### src/rtl/rsa_sign_arbiter.sv
// -----------------------------------------------------------------------------
// rsa_sign_arbiter
//
// Shares one RSA signing engine among NUM_REQ requesters. Arbitration is
// round-robin: the most recent winner has the lowest priority in the next
// arbitration. The winning requester's hash and partial-key mode are
// registered towards the engine. A one-cycle start pulse launches the job.
// The engine's signature is captured on completion and returned to the
// owner with a one-cycle resp_valid pulse.
//
// Job flow: IDLE -> ISSUE -> WAIT -> RESP -> IDLE
//
// Optional feature (compile-time macro):
//   RSA_SIGN_TIMEOUT_EN - builds a WAIT watchdog. It aborts a job after
//                         TIMEOUT_CYCLES engine-busy cycles. The aborted job
//                         gets resp_error=1 and an all-zero signature. With
//                         the macro undefined there is no counter, and
//                         resp_error is tied low.
//
// Parameters:
//   NUM_REQ         number of requesters (2..8)
//   TIMEOUT_CYCLES  WAIT-cycle limit before abort (timeout build only)
//
// Ports:
//   clk             clock, rising edge
//   reset           asynchronous, active-high reset
//   req             per-requester request level, held until resp_valid
//   req_partial     per-requester threshold (partial-key) mode select
//   req_hash        per-requester 128-bit hash, requester i at [128*i +: 128]
//   grant           one-hot engine owner, zero when idle
//   eng_start       one-cycle start pulse to the engine
//   eng_partial     mode to the engine, registered at grant
//   eng_hash        hash to the engine, registered at grant
//   eng_done        engine completion pulse (honoured only in WAIT)
//   eng_signature   engine result, valid with eng_done
//   resp_valid      one-cycle one-hot completion pulse to the owner
//   resp_signature  captured signature, stable until the next capture
//   resp_error      high with resp_valid when the job timed out
//   busy            high whenever the FSM is not in IDLE
// -----------------------------------------------------------------------------
module rsa_sign_arbiter #(
    parameter int NUM_REQ        = 4,
    parameter int TIMEOUT_CYCLES = 4096
) (
    input  logic                   clk,
    input  logic                   reset,
    input  logic [NUM_REQ-1:0]     req,
    input  logic [NUM_REQ-1:0]     req_partial,
    input  logic [NUM_REQ*128-1:0] req_hash,
    output logic [NUM_REQ-1:0]     grant,
    output logic                   eng_start,
    output logic                   eng_partial,
    output logic [127:0]           eng_hash,
    input  logic                   eng_done,
    input  logic [255:0]           eng_signature,
    output logic [NUM_REQ-1:0]     resp_valid,
    output logic [255:0]           resp_signature,
    output logic                   resp_error,
    output logic                   busy
);

    localparam int IDX_W = (NUM_REQ > 1) ? $clog2(NUM_REQ) : 1;

    // Reject configurations outside the supported range at elaboration.
    if (NUM_REQ < 2 || NUM_REQ > 8 || TIMEOUT_CYCLES < 2) begin : g_bad_param
        $error("rsa_sign_arbiter: unsupported NUM_REQ or TIMEOUT_CYCLES");
    end

    typedef enum logic [1:0] {
        IDLE,
        ISSUE,
        WAIT,
        RESP
    } state_t;

    state_t               state_q;
    logic [IDX_W-1:0]     rrPtr_q;
    logic [NUM_REQ-1:0]   grant_q;
    logic                 engStart_q;
    logic                 engPartial_q;
    logic [127:0]         engHash_q;
    logic [NUM_REQ-1:0]   respValid_q;
    logic [255:0]         respSig_q;

`ifdef RSA_SIGN_TIMEOUT_EN
    localparam int               CNT_W       = $clog2(TIMEOUT_CYCLES);
    localparam logic [CNT_W-1:0] TIMEOUT_MAX = CNT_W'(TIMEOUT_CYCLES - 1);

    logic [CNT_W-1:0] timeoutCnt_q;
    logic             respError_q;
`endif

    // Round-robin winner selection.
    logic                 winValid;
    logic [IDX_W-1:0]     winIdx;
    logic [IDX_W-1:0]     candIdx;
    logic [NUM_REQ-1:0]   winOh;
    logic [127:0]         winHash;
    logic                 winPartial;

    // The search starts just after the previous winner and wraps around.
    // The first asserted request in that order wins. The previous winner is
    // visited last, which gives it the lowest priority.
    always_comb begin
        winValid   = 1'b0;
        winIdx     = '0;
        candIdx    = '0;
        winOh      = '0;
        winHash    = '0;
        winPartial = 1'b0;
        for (int k = 1; k <= NUM_REQ; k++) begin
            candIdx = IDX_W'((int'(rrPtr_q) + k) % NUM_REQ);
            if (!winValid && req[candIdx]) begin
                winValid = 1'b1;
                winIdx   = candIdx;
            end
        end
        for (int i = 0; i < NUM_REQ; i++) begin
            if (winIdx == IDX_W'(i)) begin
                winOh[i]   = winValid;
                winHash    = req_hash[i*128 +: 128];
                winPartial = req_partial[i];
            end
        end
    end

    // Job sequencer with registered outputs.
    // eng_start and resp_valid default low every cycle, so each is a single
    // pulse. grant, eng_hash and eng_partial are loaded only on leaving IDLE,
    // so they stay constant for the whole job. A req that drops mid-job is
    // ignored because the FSM samples req only in IDLE.
    always_ff @(posedge clk or posedge reset) begin
        if (reset) begin
            state_q      <= IDLE;
            rrPtr_q      <= IDX_W'(NUM_REQ - 1);
            grant_q      <= '0;
            engStart_q   <= 1'b0;
            engPartial_q <= 1'b0;
            engHash_q    <= '0;
            respValid_q  <= '0;
            respSig_q    <= '0;
`ifdef RSA_SIGN_TIMEOUT_EN
            timeoutCnt_q <= '0;
            respError_q  <= 1'b0;
`endif
        end else begin
            engStart_q  <= 1'b0;
            respValid_q <= '0;
            case (state_q)
                IDLE: begin
                    if (winValid) begin
                        grant_q      <= winOh;
                        engHash_q    <= winHash;
                        engPartial_q <= winPartial;
                        rrPtr_q      <= winIdx;
                        state_q      <= ISSUE;
                    end
                end
                ISSUE: begin
                    engStart_q <= 1'b1;
`ifdef RSA_SIGN_TIMEOUT_EN
                    timeoutCnt_q <= '0;
`endif
                    state_q    <= WAIT;
                end
                WAIT: begin
                    // A completion in the expiry cycle still counts as a
                    // normal result, so eng_done is tested first.
                    if (eng_done) begin
                        respSig_q   <= eng_signature;
                        respValid_q <= grant_q;
`ifdef RSA_SIGN_TIMEOUT_EN
                        respError_q <= 1'b0;
`endif
                        state_q     <= RESP;
                    end
`ifdef RSA_SIGN_TIMEOUT_EN
                    else if (timeoutCnt_q == TIMEOUT_MAX) begin
                        respSig_q   <= '0;
                        respValid_q <= grant_q;
                        respError_q <= 1'b1;
                        state_q     <= RESP;
                    end else begin
                        timeoutCnt_q <= timeoutCnt_q + 1'b1;
                    end
`endif
                end
                RESP: begin
                    grant_q <= '0;
`ifdef RSA_SIGN_TIMEOUT_EN
                    respError_q <= 1'b0;
`endif
                    state_q <= IDLE;
                end
                default: begin
                    state_q <= IDLE;
                end
            endcase
        end
    end

    assign grant          = grant_q;
    assign eng_start      = engStart_q;
    assign eng_partial    = engPartial_q;
    assign eng_hash       = engHash_q;
    assign resp_valid     = respValid_q;
    assign resp_signature = respSig_q;
    assign busy           = (state_q != IDLE);

`ifdef RSA_SIGN_TIMEOUT_EN
    assign resp_error = respError_q;
`else
    assign resp_error = 1'b0;
`endif

endmodule

### config.mk
export PLATFORM = sky130hd
export DESIGN_NAME = rsa_sign_arbiter
export DESIGN_NICKNAME = d
export VERILOG_FILES = /design/src/rtl/rsa_sign_arbiter.sv
export SDC_FILE = /design/constraint.sdc
export NUM_CORES = 1
export LEC_CHECK = 0
export ABC_AREA = 1
export BUFFER_PORTS_ARGS = -buffer_cell sky130_fd_sc_hd__clkbuf_2
export CORE_AREA = 2 2 451 453
export CTS_CLUSTER_SIZE = 10
export DETAILED_ROUTE_END_ITERATION = 10
export DIE_AREA = 0 0 453 455
export PLACE_DENSITY = 0.36
export SYNTH_ARGS = -nofsm -noshare
export SYNTH_HDL_FRONTEND = slang
export SYNTH_SLANG_ARGS = --single-unit
### constraint.sdc
create_clock -name clk -period 15.92 [get_ports clk]
set_input_delay 0.796 -clock clk [delete_from_list [all_inputs] [get_ports clk]]
set_output_delay 0.796 -clock clk [all_outputs]
set_load 0.02 [all_outputs]
==> flow_summary.toml, run 1 <==
[setup_path]
r2r-start = "rrPtr_q[0]"
r2r_slack_ns = 10.62
crit_fanout = 125
critPathLaunch = "rrPtr_q[0]"
worstPathRequired_ns = 16.51
crit_type = "reg -> reg"
reg2reg_to = "eng_hash[37]"
crit_path_end_kind = "flip-flop"
cp.arrival_ns = 5.89
crit_path_end = "eng_hash[37]"
r2r.worst_path.cells = 15
setup.worst_path.start_class = "flip-flop"

[global_route]
grt_max_degree = 126
grt_pass1_wl_um = 212000
first_global_vias = 20328
overflow = 0
antenna_found_initial = 74
track_usage = 0.156

[final_layout]
final-seq-area_um2 = 9960
area_growth_pct = 58.0
fillers = 23192
final_nets = 3933
drive_gt1_frac = 0.494
final_common_cell = "clkbuf_2"
utilization = 0.149
final_cell_mix = "1173 x clkbuf_2, 648 x nand2_1, 396 x dfrtp_1"
multi_input_area_um2 = 7920
stdcell_count = 5888

[clocking]
numClockSinks = 398
cts_setup_buffers = 0
ctsHoldBuffers = 0
cts_tree = "done"
root_buffer = "clkbuf_16"
cts-buffers-inserted = 61
clk_latency_ns = 0.70
clk_path_buf_depth = 3
cts_resized = 0
clk_pin_slew_ns = 0.07
cts_max_level = 2

[floorplanning]
die_x_um = 453
die_area_um2 = 206000
core_area_um2 = 201000
start_util = 0.0943
row_count = 165
die_h_um = 455
pin_count = 1175

[power]
power_frac_comb = 0.587
seqPwrFrac = 0.227
p_int_w = 0.00380
sw_frac_of_total = 0.539
power.density_nw_per_um2 = 275
clkPwrFrac = 0.186
switching_power_w = 0.00445
irDropWorstVdd_v = 0.000314
power_leakage_nw = 15.3

[detailed_routing]
drt_iter0_markers = 1177
num_vias = 20030
drt-total-wl_um = 168000
drc = 0
ant_nets = 0
vias_per_cell = 3.40
routedWlPerCell_um = 28.6
dr.pass1.iters = 5

[sta]
slew_headroom = -0.0375
rsz0062_at_grt = "no"
fin_setup_tns_ns = 0
setup_violations = 0
hold_viol_final = 0
clock_skew_ns = 0.0332
max_freq_ghz = 0.189
period_share = 0.333
setup_ws_ns = 10.62
tightest_slew_ns = 1.56
drv_slew = 34
min_period_ns = 5.30

[outcome]
outcome = "finished, violations left"
violations = "slew limit"

[placed_design]
dp_slack_ns = 10.89
dpl.hpwl_um = 139000
place.gp.congestion = 0.964
dp_cells = 5758
io_buffers = 1173

[flow_run]
drv_cap = 0

[yosys]
synth.distinct_cells = 29
avgSynthCellArea_um2 = 9.37
synth_seq_cells = 398
synth_area_um2 = 19000
syn_nets = 2810
ys_warn_count = 0
seq_area_frac_synth = 0.525
synthCells = 2026

[worst_hold_path]
hp-class = "in -> async"
-- critical path, cell delays in order (launching register included) --
cell     delay (ns)
dfstp_2        0.67
inv_2          0.15
nand2_1        0.11
nand2_1        0.07
nand2_1        0.10
nand2_2        0.09
nor2_8         0.15
nand4_4        0.57
nand3_4        0.61
buf_4          0.77
nor2_4         0.20
buf_12         0.27
nand2_1        0.42
nand4_1        0.13
nand2_1        0.11
nand2_1        0.07
-- cell families after synthesis --
family | after synthesis | synth area share
AO/OA/AOI/OAI | 201 | 0.0539
adder cells (fa/ha/maj) | 5 | 0.00330
buffers and inverters | 254 | 0.0601
flip-flops | 398 | 0.525
multiplexers | 256 | 0.152
other | 1 | 0.000198
AND/OR/NAND/NOR | 911 | 0.206
-- stage by stage --
step / total power, W / hold WS (ns) / area [um2]
3_3_place_gp: 0.00686 / 0.464 / 27700
3_5_place_dp: 0.00686 / 0.464 / 27700
4_1_cts: 0.00849 / 0.156 / 29900
5_1_grt: 0.00889 / 0.195 / 30000
2_1_floorplan: 0.00461 / 0.510 / 19000
6_report: 0.00826 / 0.189 / 30000
-- sequential cells by signal, indices dropped and copies added, names as in the netlist --
register        flops
state_q             2
eng_partial         1
eng_start           1
eng_hash          128
resp_valid          4
resp_signature    256
grant               4
rrPtr_q             2
-- area by class of cell --
class | count | area share
Sequential cell | 398 | 0.332
Multi-Input combinational cell | 1374 | 0.264
Timing Repair Buffer | 1197 | 0.202
Tap cell | 2672 | 0.111
Clock buffer | 79 | 0.0562
Clock inverter | 34 | 0.0175
Inverter | 117 | 0.0151
Antenna cell | 17 | 0.00142
-- worst min path at each step --
stage,start,endpoint,slack (ns),cells past startpoint
after floorplan,rrPtr_q[1],rrPtr_q[1],0.51,2
after global placement,eng_hash[106],eng_hash[106],0.46,2
after detailed placement,eng_hash[10],eng_hash[10],0.46,2
after CTS,reset,resp_signature[103],0.16,2
after global routing,reset,resp_signature[161],0.19,2
final,reset,resp_signature[103],0.19,2
-- synth_stat cells (all sizes together) --
master / count / area share
nand2: 655 / 0.13
dfstp: 2 / 0.0028
ha: 5 / 0.0033
nand4: 72 / 0.025
clkbuf: 58 / 0.011
nand3: 173 / 0.047
mux2: 256 / 0.15
o22ai: 2 / 0.00066
inv: 117 / 0.023
dfrtp: 396 / 0.52
o21ai: 197 / 0.052
nor2: 10 / 0.0036
conb: 1 / 0.00020
nand3b: 1 / 0.00040
a21oi: 2 / 0.0013
buf: 79 / 0.025
-- layer usage --
layer / GRT usage / vias to the layer above / part of all wire
met5: 0 / - / 0.00064
li1: - / 8976 / -
met3: 0.0676 / 205 / 0.11
met4: 0.0389 / 16 / 0.024
met1: 0.179 / 9973 / 0.38
met2: 0.265 / 860 / 0.49
-- power groups by stage --
stage	registers (W)	logic [W]	clock network [W]
CTS	0.00188	0.00499	0.00162
detailed placement	0.00189	0.00498	0
finish	0.00188	0.00484	0.00154
global route	0.00194	0.00531	0.00165
global placement	0.00188	0.00498	0
floorplan	0.00239	0.00221	0
No activity file was read; power rests on OpenSTA's default activity.
==> run 2: changes to the inputs <==
CORE_AREA = 2 2 452 454   (was 2 2 451 453)
DIE_AREA = 0 0 454 456   (was 0 0 453 455)
clock period = 4.3 ns   (was 15.92 ns; I/O delays follow)
==> run 2 against run 1 <==
Against the previous run:
- the flow now finishes without violations
- via count increased by 15%
- setup slack got worse by 11 ns
- wire length about the same
- fmax increased by 24%
- critical path type unchanged
==> flow_summary.toml, run 2 (synthesis results as in run 1) <==
[outcome]
outcome = "finished, final reports clean"

[global_route]
antenna_found_initial = 98
grt_pass1_wl_um = 218000
overflow = 0
grt_max_degree = 97
track_usage = 0.156
first_global_vias = 23230

[detailed_routing]
num_vias = 22977
routedWlPerCell_um = 26.0
dr.pass1.iters = 5
vias_per_cell = 3.54
drt-total-wl_um = 168000
drt_iter0_markers = 1598
drc = 0
ant_nets = 0

[final_layout]
largest_reg_flops = 256
area_growth_pct = 89.7
stdcell_count = 6492
final_common_cell = "clkbuf_2"
final_nets = 4544
final_cell_mix = "1173 x clkbuf_2, 648 x nand2_1, 583 x dlygate4sd3_1"
drive_gt1_frac = 0.422
fin_area_um2 = 36000

[floorplanning]
die_x_um = 454
die_h_um = 456
start_util = 0.0941
row_count = 165
die_area_um2 = 207000
core_area_um2 = 202000
pin_count = 1175

[worst_hold_path]
hp-class = "in -> async"

[setup_path]
r2r-start = "rrPtr_q[0]"
cp.arrival_ns = 4.85
reg2reg_to = "eng_hash[123]"
crit_path_end_kind = "flip-flop"
worstPathRequired_ns = 4.89
r2r.worst_path.cells = 16
crit_fanout = 13
setup.worst_path.start_class = "flip-flop"
r2r_slack_ns = 0.04
crit_type = "reg -> reg"

[sta]
period_share = 0.990
min_period_ns = 4.26
rsz0062_at_grt = "yes"
drv_slew = 0
hold_viol_final = 0
slew_headroom = 0.349
clock_skew_ns = 0.0450
max_freq_ghz = 0.235
tightest_slew_ns = 0.976
fin_setup_tns_ns = 0
setup_violations = 0

[placed_design]
io_buffers = 1173
place_area_um2 = 28000
dp_cells = 5779
dpl.hpwl_um = 138000
place.gp.congestion = 0.970

[clocking]
numClockSinks = 398
clk_latency_ns = 0.70
cts_tree = "done"
cts-buffers-inserted = 59
clk_pin_slew_ns = 0.06
clk_path_buf_depth = 3
root_buffer = "clkbuf_16"
cts_max_level = 2

[power]
power_leakage_nw = 17.6
power.density_nw_per_um2 = 943
irDropWorstVdd_v = 0.000862

[flow_run]
drv_cap = 0
[run 2: changes by cell type in the layout (fill, tap and decap cells not counted), moves of 2 or more]
cell,previous run,this run
buf_12,1,12
buf_4,23,40
bufinv_16,11,6
clkbuf_16,61,59
clkbuf_8,9,12
clkinv_16,2,0
clkinv_4,4,2
diode_2,17,13
dlygate4sd3_1,0,583
inv_16,0,2
o21ai_0,147,143
o21ai_1,50,54
[run 2: cell type report]
cell class              count  area [um2]
fillers                 22864      166000
repair buffers           1808       12200
flip-flops and latches    398        9960
multi-input cells        1376        7950
well taps                2672        3340
clock buffers              80        1680
inverters                 117         452
clock inverters            28         343
diodes                     13        32.5
[run 2: worst max-delay path, stage by stage (launching register included)]
cell and delay (ns):
dfstp_2 0.68, inv_2 0.16, nand2_1 0.08, nand2_1 0.08, nand2_1 0.13, nand2_4 0.09
nand2_1 0.08, inv_1 0.05, a21oi_2 0.14, nand3_4 0.24, buf_4 0.28, o21ai_0 0.69
nand3_1 0.17, dlygate4sd3_1 0.61, nand2_1 0.06, dlygate4sd3_1 0.54, nand2_1 0.05
[run 2: layer usage]
metal | share of wire | track usage
met1 | 0.41 | 0.191
met2 | 0.47 | 0.259
met3 | 0.098 | 0.0575
met4 | 0.022 | 0.0307
met5 | 0.0014 | 0
[run 2: through the flow]
stage	worst slack, ns	total power, W	hold WS, ns	utilization
2_1_floorplan	-1.27	0.0171	0.366	-
3_3_place_gp	0.749	0.0254	0.298	0.139
3_5_place_dp	0.795	0.0254	0.302	0.139
4_1_cts	0.0131	0.0342	0.0462	0.178
5_1_grt	-0.0730	0.0363	0.0928	0.178
6_report	0.0418	0.0339	0.111	0.178
[run 2: worst max-delay path by stage]
stage                          start            end  slack (ns)  depth (start not counted)
after global routing      rrPtr_q[0]  eng_hash[121]       -0.07                         16
after global placement    rrPtr_q[0]   eng_hash[36]        0.75                         15
after detailed placement  rrPtr_q[0]   eng_hash[36]        0.79                         15
final                     rrPtr_q[0]  eng_hash[123]        0.04                         16
after CTS                 rrPtr_q[0]   eng_hash[11]        0.01                         17
after floorplan                reset    eng_hash[0]       -1.27                          1
[run 2: repair_timing]
| action | in CTS | in global routing |
|---|---|---|
| gates resized for setup | 0 | 5 |
| setup buffers | 0 | 7 |
| hold buffers | 583 | 0 |
| hold endpoints to repair | 431 | 0 |
| setup endpoints to repair | 0 | 64 |
[run 2: power by group]
part           total [W]  internal [W]  switching, W
registers        0.00683       0.00568       0.00115
clock network    0.00528       0.00309       0.00219
logic             0.0218       0.00810        0.0137
